## src/rtl/tick_scheduler_pkg.sv

```systemverilog
// Shared definitions for the tick scheduler.
//   SEL_W            : width of the divide-select field (cfg_sel and each
//                      channel's stored select)
//   ST_IDLE/APPLY/ALIGN : configuration FSM state encodings
package tick_scheduler_pkg;

  localparam int SEL_W = 5;

  localparam logic [1:0] ST_IDLE  = 2'd0;
  localparam logic [1:0] ST_APPLY = 2'd1;
  localparam logic [1:0] ST_ALIGN = 2'd2;

endpackage

```

## src/rtl/tick_channel.sv

```systemverilog
// One tick channel: holds its enable and divide select and produces a
// registered single-cycle strobe on every rising edge of time-base bit sel.
// Ports:
//   clk, rst   : clock, asynchronous active-high reset
//   cnt        : shared free-running time-base counter
//   apply      : this cycle is APPLY for this channel (disable, load sel)
//   apply_sel  : select value loaded on apply
//   arm        : set the enable on this edge (end of ALIGN)
//   tick       : registered strobe
//   aligned    : cnt[sel:0] == 0 using the currently stored sel
module tick_channel
  import tick_scheduler_pkg::*;
#(
  parameter int CNT_W = 32
) (
  input  logic             clk,
  input  logic             rst,
  input  logic [CNT_W-1:0] cnt,
  input  logic             apply,
  input  logic [SEL_W-1:0] apply_sel,
  input  logic             arm,
  output logic             tick,
  output logic             aligned
);

  logic             en;
  logic [SEL_W-1:0] sel;
  logic [CNT_W-1:0] edge_pat;
  logic [CNT_W-1:0] low_mask;
  logic [CNT_W-1:0] low_bits;

  // edge_pat = {1'b1, sel zeros}; low_mask covers bits sel..0. Only legal
  // selects (<= CNT_W-2) are ever stored, so neither shift overflows.
  assign edge_pat = CNT_W'(1) << sel;
  assign low_mask = (edge_pat << 1) - CNT_W'(1);
  assign low_bits = cnt & low_mask;
  assign aligned  = (low_bits == '0);

  always_ff @(posedge clk or posedge rst) begin
    if (rst) begin
      en   <= 1'b0;
      sel  <= '0;
      tick <= 1'b0;
    end else begin
      // The enable is only cleared at the end of APPLY, so an edge that
      // falls in the APPLY cycle itself must be masked here.
      tick <= en && !apply && (low_bits == edge_pat);
      if (apply) begin
        en  <= 1'b0;
        sel <= apply_sel;
      end else if (arm) begin
        en <= 1'b1;
      end
    end
  end

endmodule

```

## src/rtl/tick_scheduler.sv

```systemverilog
// Multi-channel tick scheduler: a free-running time-base counter and
// NUM_CH channels, each strobing once per 2^(sel+1) cycles, reconfigured
// one at a time through a valid/ready request port.
// Ports:
//   clk, rst         : clock, asynchronous active-high reset
//   cfg_valid/ready  : request handshake
//   cfg_ch/sel/en    : target channel, divide select, enable
//   cfg_err          : one-cycle pulse after a request with an illegal select
//   tick_o           : per-channel registered strobes
//   cnt_o            : time-base counter value
//   state            : configuration FSM state (ST_IDLE/ST_APPLY/ST_ALIGN)
//
// Handshake: a request transfers on the rising edge where cfg_valid and
// cfg_ready are both 1; cfg_ch/cfg_sel/cfg_en are captured on that edge.
// cfg_ready depends only on the FSM state, never on cfg_valid, and there
// is no request queue: a held request is taken in the first IDLE cycle.
module tick_scheduler
  import tick_scheduler_pkg::*;
#(
  parameter  int NUM_CH = 4,
  parameter  int CNT_W  = 32,
  localparam int CH_W   = (NUM_CH > 1) ? $clog2(NUM_CH) : 1
) (
  input  logic              clk,
  input  logic              rst,
  input  logic              cfg_valid,
  output logic              cfg_ready,
  input  logic [CH_W-1:0]   cfg_ch,
  input  logic [SEL_W-1:0]  cfg_sel,
  input  logic              cfg_en,
  output logic              cfg_err,
  output logic [NUM_CH-1:0] tick_o,
  output logic [CNT_W-1:0]  cnt_o,
  output logic [1:0]        state
);

  logic [CNT_W-1:0]  cnt;
  logic [1:0]        st;
  logic [CH_W-1:0]   tgt_ch;
  logic [SEL_W-1:0]  tgt_sel;
  logic              tgt_en;
  logic [NUM_CH-1:0] aligned;
  logic [NUM_CH-1:0] apply_v;
  logic [NUM_CH-1:0] arm_v;
  logic              xfer;
  logic              sel_ok;

  assign cfg_ready = (st == ST_IDLE);
  assign xfer      = cfg_valid && cfg_ready;
  assign sel_ok    = (32'(cfg_sel) <= 32'(CNT_W - 2));
  assign cnt_o     = cnt;
  assign state     = st;

  always_ff @(posedge clk or posedge rst) begin
    if (rst) begin
      cnt <= '0;
    end else begin
      cnt <= cnt + CNT_W'(1);
    end
  end

  always_ff @(posedge clk or posedge rst) begin
    if (rst) begin
      st      <= ST_IDLE;
      tgt_ch  <= '0;
      tgt_sel <= '0;
      tgt_en  <= 1'b0;
      cfg_err <= 1'b0;
    end else begin
      cfg_err <= 1'b0;
      case (st)
        ST_IDLE: begin
          if (xfer) begin
            if (sel_ok) begin
              tgt_ch  <= cfg_ch;
              tgt_sel <= cfg_sel;
              tgt_en  <= cfg_en;
              st      <= ST_APPLY;
            end else begin
              cfg_err <= 1'b1;
            end
          end
        end
        ST_APPLY: st <= tgt_en ? ST_ALIGN : ST_IDLE;
        ST_ALIGN: begin
          if (aligned[tgt_ch]) st <= ST_IDLE;
        end
        default: st <= ST_IDLE;
      endcase
    end
  end

  for (genvar i = 0; i < NUM_CH; i++) begin : g_ch
    assign apply_v[i] = (st == ST_APPLY) && (tgt_ch == CH_W'(i));
    // Enable is set on the edge where the new select's low bits read zero,
    // so the channel starts exactly half a period before its first edge.
    assign arm_v[i]   = (st == ST_ALIGN) && (tgt_ch == CH_W'(i)) && aligned[i];

    tick_channel #(.CNT_W(CNT_W)) u_ch (
      .clk       (clk),
      .rst       (rst),
      .cnt       (cnt),
      .apply     (apply_v[i]),
      .apply_sel (tgt_sel),
      .arm       (arm_v[i]),
      .tick      (tick_o[i]),
      .aligned   (aligned[i])
    );
  end

endmodule

```

## config.mk

```make
export PLATFORM = sky130hd
export DESIGN_NAME = tick_scheduler
export DESIGN_NICKNAME = d
export VERILOG_FILES = /design/src/rtl/tick_scheduler_pkg.sv /design/src/rtl/tick_channel.sv /design/src/rtl/tick_scheduler.sv
export SDC_FILE = /design/constraint.sdc
export NUM_CORES = 1
export LEC_CHECK = 0
export CORE_ASPECT_RATIO = 0.9
export CORE_MARGIN = 2
export CORE_UTILIZATION = 56
export DETAILED_ROUTE_END_ITERATION = 10
export PLACE_DENSITY = 0.79
export SLEW_MARGIN = 0
export SYNTH_ARGS = -nofsm -noshare
export SYNTH_HDL_FRONTEND = slang
export SYNTH_HIERARCHICAL = 1
export SYNTH_SLANG_ARGS = --single-unit
```

## constraint.sdc

```tcl
create_clock -name clk -period 2.95 [get_ports clk]
set_input_delay 0.885 -clock clk [delete_from_list [all_inputs] [get_ports clk]]
set_output_delay 0.885 -clock clk [all_outputs]
set_load 0.03 [all_outputs]
```

==> impl_metrics.csv, run 1 <==
group,metric,value,unit
clocking,numCtsBuffers,9,
synthesis,synthesis.nets,1256,
timing,rsz0062_at_grt,"yes",
synthesis,ys_seq_area_frac,0.1996,
clocking,cts.reportedPaths.clkPinSlew,0.06,ns
floorplan,io_pins,51,
timing,hold_ws,0.5114,ns
drt,wl,35.81,mm
synthesis,yosysTopAreaCell,"dfrtp_1",
global_route,grt_pass1_vias,9935,
timing,setup_slack,-0.009078,ns
global_route,track_usage,0.4193,
synthesis,yosysMostFrequentCell,"nand2_1",
layout,multi_input_area,6589,sq um
job,cap_violations,0,
global_route,overflow,0,
layout,area_growth_syn_to_layout,19.72,%
setup_path,cp.arrival,2.07,ns
setup_path,crit_slowest_cell,"dfrtp_1",
timing,max_freq,0.3379,GHz
clocking,cts_tree,"done",
global_route,grt_start_max_net_pins,48,
layout,regArea,1778,sq um
drt,dr.pass1.iters,6,
place,place_inst,1494,
global_route,grt_use_met3,0.07977,
floorplan,start_util,0.5746,
power,power_switching,4.943,mW
synthesis,synth_top_area_frac,0.1996,
power,p_per_area,861.5,nW/um^2
clocking,root_buffer,"clkbuf_16",
hold_path,hp-class,"reg2reg",
synthesis,ys_async_sr_fraction,1.000,
drt,drtAntennaViolNets,0,
status,violations,"negative setup slack",
power,pwr-share-comb,0.715,
layout,nNetsFinal,1332,
setup_path,path_cells,"clkdlybuf4s50_1",
place,dp.final_hpwl,24.11,mm
setup_path,cp.required,2.07,ns
floorplan,std_cell_rows,43,
synthesis,yosys_warnings,6,
power,leakagePower,3.955,nW
layout,antenna_cells,0,
floorplan,chipWidth,136.9,um
clocking,cts_max_level,3,
setup_path,path_delay_family,"flip-flops",
layout,drive_gt1_frac,0.1726,
drt,vias_per_cell,7.240,
power,max-vdd-ir-drop,0.0006886,V
status,status,"finished with violations",
power,pwr-share-seq,0.163,
synthesis,synth_edf_count,0,
timing,final_max_slew_viol_count,0,
setup_path,worst-setup-path-type,"reg2out",
global_route,met1_usage,0.5741,
setup_path,start_kind,"flop",
timing,fin_crit,2.959,ns
place,numPortBuffers,50,
timing,fin_skew,0.006453,ns
place,finalWeightedCongestion,1.015,
power,cellInternalPower,4.240,mW
timing,relSlewSlack,0.4192,
setup_path,cpPeakStageDelay,0.91,ns
drt,drc,0,
synthesis,syn_area_per_cell,7.180,sq um
drt,drt_iter0_markers,1444,
timing,finalHoldViolCount,0,
synthesis,synth-seq-cells,71,
layout,fillers,1378,
clocking,cts_hold_buf,0,
timing,tightest_slew,0.8711,ns
synthesis,syn_inst,1240,
timing,period_share,1.003,
drt,vias,11027,
global_route,antenna_found_initial,0,
synthesis,synth_common_cells,"nand2_1, o21ai_0, a21oi_1",
floorplan,fp.dieH,123.6,um
synthesis,ys.flop_type,"dfrtp_1",
floorplan,core,15490,sq um
global_route,busiest_layer,"met2",
global_route,grt_first_pass_wirelength,54.90,mm
setup_path,cp-end-kind,"output port",
synthesis,synthesis.area,8904,sq um
power,p_total,9.183,mW
clocking,clock_latency,0.35,ns
synthesis,ys_types,74,
layout,fin_util,0.6879,
layout,fin_cells,1523,
clocking,clockBufferDepth,2,
setup_path,worstPathMaxFanout,14,
clocking,cts.sinks,71,
floorplan,die_area,16920,sq um
setup_path,path_buf_inv,1,
global_route,use_met2,0.6122,
synthesis,synth.top_cells.by_area,"dfrtp_1, o21ai_0, a21oi_1",
timing,report.final.setup_viol,1,
power,sw_frac_of_total,0.5383,
power,p_clk_frac,0.121,
drt,wl_per_cell,23.51,um
## per-layer routing
layer  up-vias  wire length [um]
li1       4904                 -
met1      5143             14010
met2       818             15140
met3       162              4488
met4         0              2175
met5         -                 0
## layout make-up
| type | instances | share of cell area |
|---|---|---|
| clock buffers | 10 | 0.02148 |
| clock inverters | 6 | 0.006574 |
| inverters | 38 | 0.01338 |
| multi-input cells | 1012 | 0.6181 |
| flip-flops and latches | 71 | 0.1668 |
| well taps | 202 | 0.02371 |
| repair buffers | 184 | 0.1499 |
## cell families (layout without fill, tap and decap cells)
family | after synthesis | after routing | synth area share
and+or+nand+nor | 475 | 475 | 0.2919
AOI/OAI and AO/OA | 455 | 455 | 0.3383
buffers and inverters | 157 | 238 | 0.07926
DFF | 71 | 71 | 0.1995
xor gates and xnor gates | 46 | 46 | 0.04525
muxes | 31 | 31 | 0.03879
adders and majority gates | 5 | 5 | 0.007026
## repair_timing
action | CTS | global route
resized for setup | 1 | 32
cloned | 0 | 0
setup buffers | 0 | 13
pin swaps | 0 | 13
endpoints found under the setup margin | 1 | 9
## power by group through the flow
| stage | Combinational (mW) | Sequential [mW] | Clock [mW] |
|---|---|---|---|
| 6_report | 6.57 | 1.50 | 1.12 |
| 5_1_grt | 7.08 | 1.51 | 1.16 |
| 4_1_cts | 6.08 | 1.44 | 1.13 |
| 3_5_place_dp | 6.04 | 1.46 | 0 |
| 3_3_place_gp | 6.00 | 1.45 | 0 |
| 2_1_floorplan | 4.65 | 1.35 | 0 |
## registers in the layout, summed over array words and instances, names as in the netlist
name,count
tgt_ch,2
g_ch.u_ch/tick,4
cfg_err,1
g_ch.u_ch/en,4
cnt_o,32
tgt_sel,5
g_ch.u_ch/sel,20
tgt_en,1
state,2
## path summary, 6_finish.rpt
check / startpoint / endpoint / slack, ns / cells after the start
setup / recovery: cnt_o[1]$_DFF_PP0_ / cnt_o[1] / -0.009 / 1
hold / removal: tgt_en$_DFFE_PP0P_ / tgt_en$_DFFE_PP0P_ / 0.51 / 1
setup reg to reg: g_ch[1].u_ch/sel[3]$_DFFE_PP0P_ / state[1]$_DFFE_PP0P_ / 0.05 / 11
hold reg to reg: tgt_en$_DFFE_PP0P_ / tgt_en$_DFFE_PP0P_ / 0.51 / 1
max in group asynchronous: rst / cnt_o[29]$_DFF_PP0_ / 1.39 / 3
min in group asynchronous: rst / g_ch[2].u_ch/tick$_DFF_PP0_ / 1.03 / 2
## cell usage in the layout (no fill, tap or decap), types with 8 or more instances in the layout
master / n
buf_4: 125
nand2_1: 114
o21ai_0: 106
a21oi_1: 86
dfrtp_1: 70
nand3_1: 62
nor2_1: 58
clkdlybuf4s50_1: 50
nor3_1: 45
xnor2_1: 35
nand4_1: 33
a31oi_1: 32
a211oi_1: 28
inv_1: 25
and2_1: 20
nor2b_1: 18
nor3b_1: 18
o22ai_1: 16
a32oi_1: 16
o211ai_1: 16
a22oi_1: 15
mux2_2: 14
o21ai_1: 14
nand2b_1: 13
inv_2: 12
o31ai_1: 12
mux2i_1: 12
and3_1: 11
xor2_1: 11
o32ai_1: 11
nand3b_1: 9
clkbuf_16: 9
nor2_2: 8
o21bai_1: 8
o31a_1: 8
nor4_2: 8
a21o_1: 8
o2111ai_1: 8
## per-stage QoR
step	setup slack (ns)	TNS, ns	cell area (sq um)
global placement	0.05198	0	10130
detailed placement	-0.004368	-0.004368	10130
CTS	0.005699	0	10430
global route	-0.04459	-0.1012	10660
finish	-0.009078	-0.009078	10660
floorplan	-0.002196	-0.002196	8991
Power figures use the tool's default switching activity.
==> run 2, diff against run 1 <==
--- a/config.mk
+++ b/config.mk
@@ -7,9 +7,11 @@
 export LEC_CHECK = 0
 export CORE_ASPECT_RATIO = 0.9
 export CORE_MARGIN = 2
-export CORE_UTILIZATION = 56
+export CORE_UTILIZATION = 57
+export CTS_BUF_LIST = sky130_fd_sc_hd__clkbuf_8
+export CTS_CLUSTER_DIAMETER = 30
 export DETAILED_ROUTE_END_ITERATION = 10
-export PLACE_DENSITY = 0.79
+export PLACE_DENSITY = 0.8
 export SLEW_MARGIN = 0
 export SYNTH_ARGS = -nofsm -noshare
 export SYNTH_HDL_FRONTEND = slang
==> run 2 against run 1 <==
Net effect: the run now ends clean; total power fell by 6.5%; clock power shrank 37%; highest routed layer unchanged; critical endpoint is now cnt_o[7]; design area shrank 2.0%; setup slack better by 0.010 ns; final cell count down 0.13%; largest power group unchanged; maximum frequency grew 0.35%; largest cell class unchanged; sequential share of layout area increased by 0.33 points; first-iteration DRC count increased by 25%; global-route usage up 0.13 points; utilization decreased by 0.69 points; critical path depth did not move.
==> impl_metrics.csv, run 2 (same netlist as run 1, synthesis figures left out) <==
group,metric,value,unit
clocking,clockBufferDepth,2,
clocking,cts.reportedPaths.clkPinSlew,0.09,ns
clocking,cts.sinks,71,
timing,finalSetupTns,0,ns
timing,fin_crit,2.949,ns
place,numPortBuffers,50,
global_route,grt_start_max_net_pins,48,
setup_path,path_buf_inv,1,
drt,drtAntennaViolNets,0,
timing,tightest_slew,0.9501,ns
layout,fillers,1355,
power,max-vdd-ir-drop,0.0007172,V
setup_path,cpPeakStageDelay,0.86,ns
setup_path,worst-setup-path-type,"reg2out",
floorplan,io_pins,51,
layout,drive_gt1_frac,0.1676,
setup_path,crit_slowest_cell,"dfrtp_1",
clocking,root_buffer,"clkbuf_8",
global_route,track_usage,0.4207,
setup_path,rr_worst_depth,13,
global_route,overflow,0,
timing,report.final.setup_viol,0,
layout,largest_register_ffs,32,
timing,period_share,0.9996,
clocking,numCtsBuffers,9,
floorplan,std_cell_rows,43,
timing,final_max_slew_viol_count,0,
setup_path,path_cells,"clkdlybuf4s50_1",
floorplan,chipWidth,135.7,um
global_route,antenna_found_initial,0,
floorplan,die_area,16640,sq um
global_route,grt_first_pass_wirelength,54.38,mm
drt,wl,35.30,mm
clocking,cts_tree,"done",
power,p_per_area,822.0,nW/um^2
setup_path,cp-end-kind,"output port",
place,dp.final_hpwl,24.04,mm
floorplan,core,15330,sq um
layout,area_growth_syn_to_layout,17.28,%
drt,drt_iter0_markers,1812,
setup_path,path_delay_family,"flip-flops",
power,leakagePower,3.888,nW
drt,vias_per_cell,7.204,
setup_path,start_kind,"flop",
layout,layout_commonest_cell,"buf_4",
layout,fin_util,0.6810,
floorplan,start_util,0.5807,
floorplan,fp.dieH,122.6,um
place,finalWeightedCongestion,1.028,
hold_path,hold_depth,2,
clocking,clock_latency,0.38,ns
global_route,grt_pass1_vias,9617,
hold_path,hp-class,"reg2reg",
drt,dr.pass1.iters,8,
setup_path,worstSetupPathDepth,1,
drt,wl_per_cell,23.21,um
timing,relSlewSlack,0.3652,
drt,drc,0,
layout,final_cell_mix,"buf_4, nand2_1, o21ai_0",
clocking,cts_max_level,3,
setup_path,cp.required,2.07,ns
timing,fin_skew,0.01680,ns
setup_path,cp.arrival,2.06,ns
drt,vias,10957,
layout,antenna_cells,0,
timing,max_freq,0.3391,GHz
layout,nNetsFinal,1331,
setup_path,worstPathMaxFanout,13,
status,status,"complete, no violations",
job,cap_violations,0,
timing,finalHoldViolCount,0,
[run 2: cell types whose count changed in the layout (fill, tap and decap cells not counted), sizes merged]
cell / previous run / this run
clkinv: 2 / 5
clkinvlp: 3 / 0
buf: 133 / 132
bufinv: 1 / 0
clkbuf: 11 / 10
inv: 38 / 39
[run 2: cell type report]
class                           count  area, sq um  area share
Clock inverter                      6        31.28    0.002995
Timing Repair Buffer              183         1549      0.1483
Sequential cell                    71         1777      0.1701
Multi-Input combinational cell   1012         6566      0.6288
Inverter                           38        142.6     0.01366
Clock buffer                        9        123.9     0.01186
Tap cell                          202        252.7     0.02420
[run 2: per-stage QoR]
step | std cells | setup WS, ns | hold slack, ns | cell area (sq um) | power (mW)
2_1_floorplan | 1240 | -0.002196 | 0.4650 | 8991 | 5.995
3_3_place_gp | 1501 | 0.04240 | 0.4842 | 10140 | 7.436
3_5_place_dp | 1501 | -0.04136 | 0.4949 | 10140 | 7.462
4_1_cts | 1516 | 0.05376 | 0.5120 | 10310 | 8.174
5_1_grt | 1521 | -0.01400 | 0.5332 | 10440 | 9.068
6_report | 1521 | 0.001157 | 0.5098 | 10440 | 8.584
[run 2: final timing paths]
kind | start | to | slack, ns
worst min register to register | g_ch[0].u_ch/en$_DFFE_PP0P_ | g_ch[0].u_ch/en$_DFFE_PP0P_ | 0.51
min in group asynchronous | rst | g_ch[2].u_ch/tick$_DFF_PP0_ | 0.96
worst max-delay path | cnt_o[7]$_DFF_PP0_ | cnt_o[7] | 0.001
worst max register to register | g_ch[0].u_ch/sel[3]$_DFFE_PP0P_ | state[1]$_DFFE_PP0P_ | 0.10
max in group asynchronous | rst | cnt_o[19]$_DFF_PP0_ | 1.45
worst min-delay path | g_ch[0].u_ch/en$_DFFE_PP0P_ | g_ch[0].u_ch/en$_DFFE_PP0P_ | 0.51
[run 2: layer usage]
| layer | part of all wire | global-route usage | vias up |
|---|---|---|---|
| met1 | 0.39 | 0.5838 | 5021 |
| met4 | 0.059 | 0.2220 | 0 |
| met5 | 0 | 0 | - |
| met3 | 0.13 | 0.08426 | 193 |
| met2 | 0.42 | 0.6184 | 863 |
| li1 | - | - | 4880 |
[run 2: what timing repair did]
item | 4_1_cts | 5_1_grt
endpoints found under the hold margin | 0 | 0
gates resized for setup | 1 | 23
pin swaps | 0 | 2
setup endpoints to repair | 1 | 9
hold buffers | 0 | 0
cloned | 0 | 0
setup buffers | 0 | 5
[run 2: power breakdown]
group / internal, mW / switching (mW) / leakage [nW] / total, mW
Combinational: 2.30 / 4.11 / 2.88 / 6.42
Clock: 0.292 / 0.410 / 0.0912 / 0.702
Sequential: 1.18 / 0.284 / 0.922 / 1.47
Total: 3.78 / 4.81 / 3.89 / 8.58
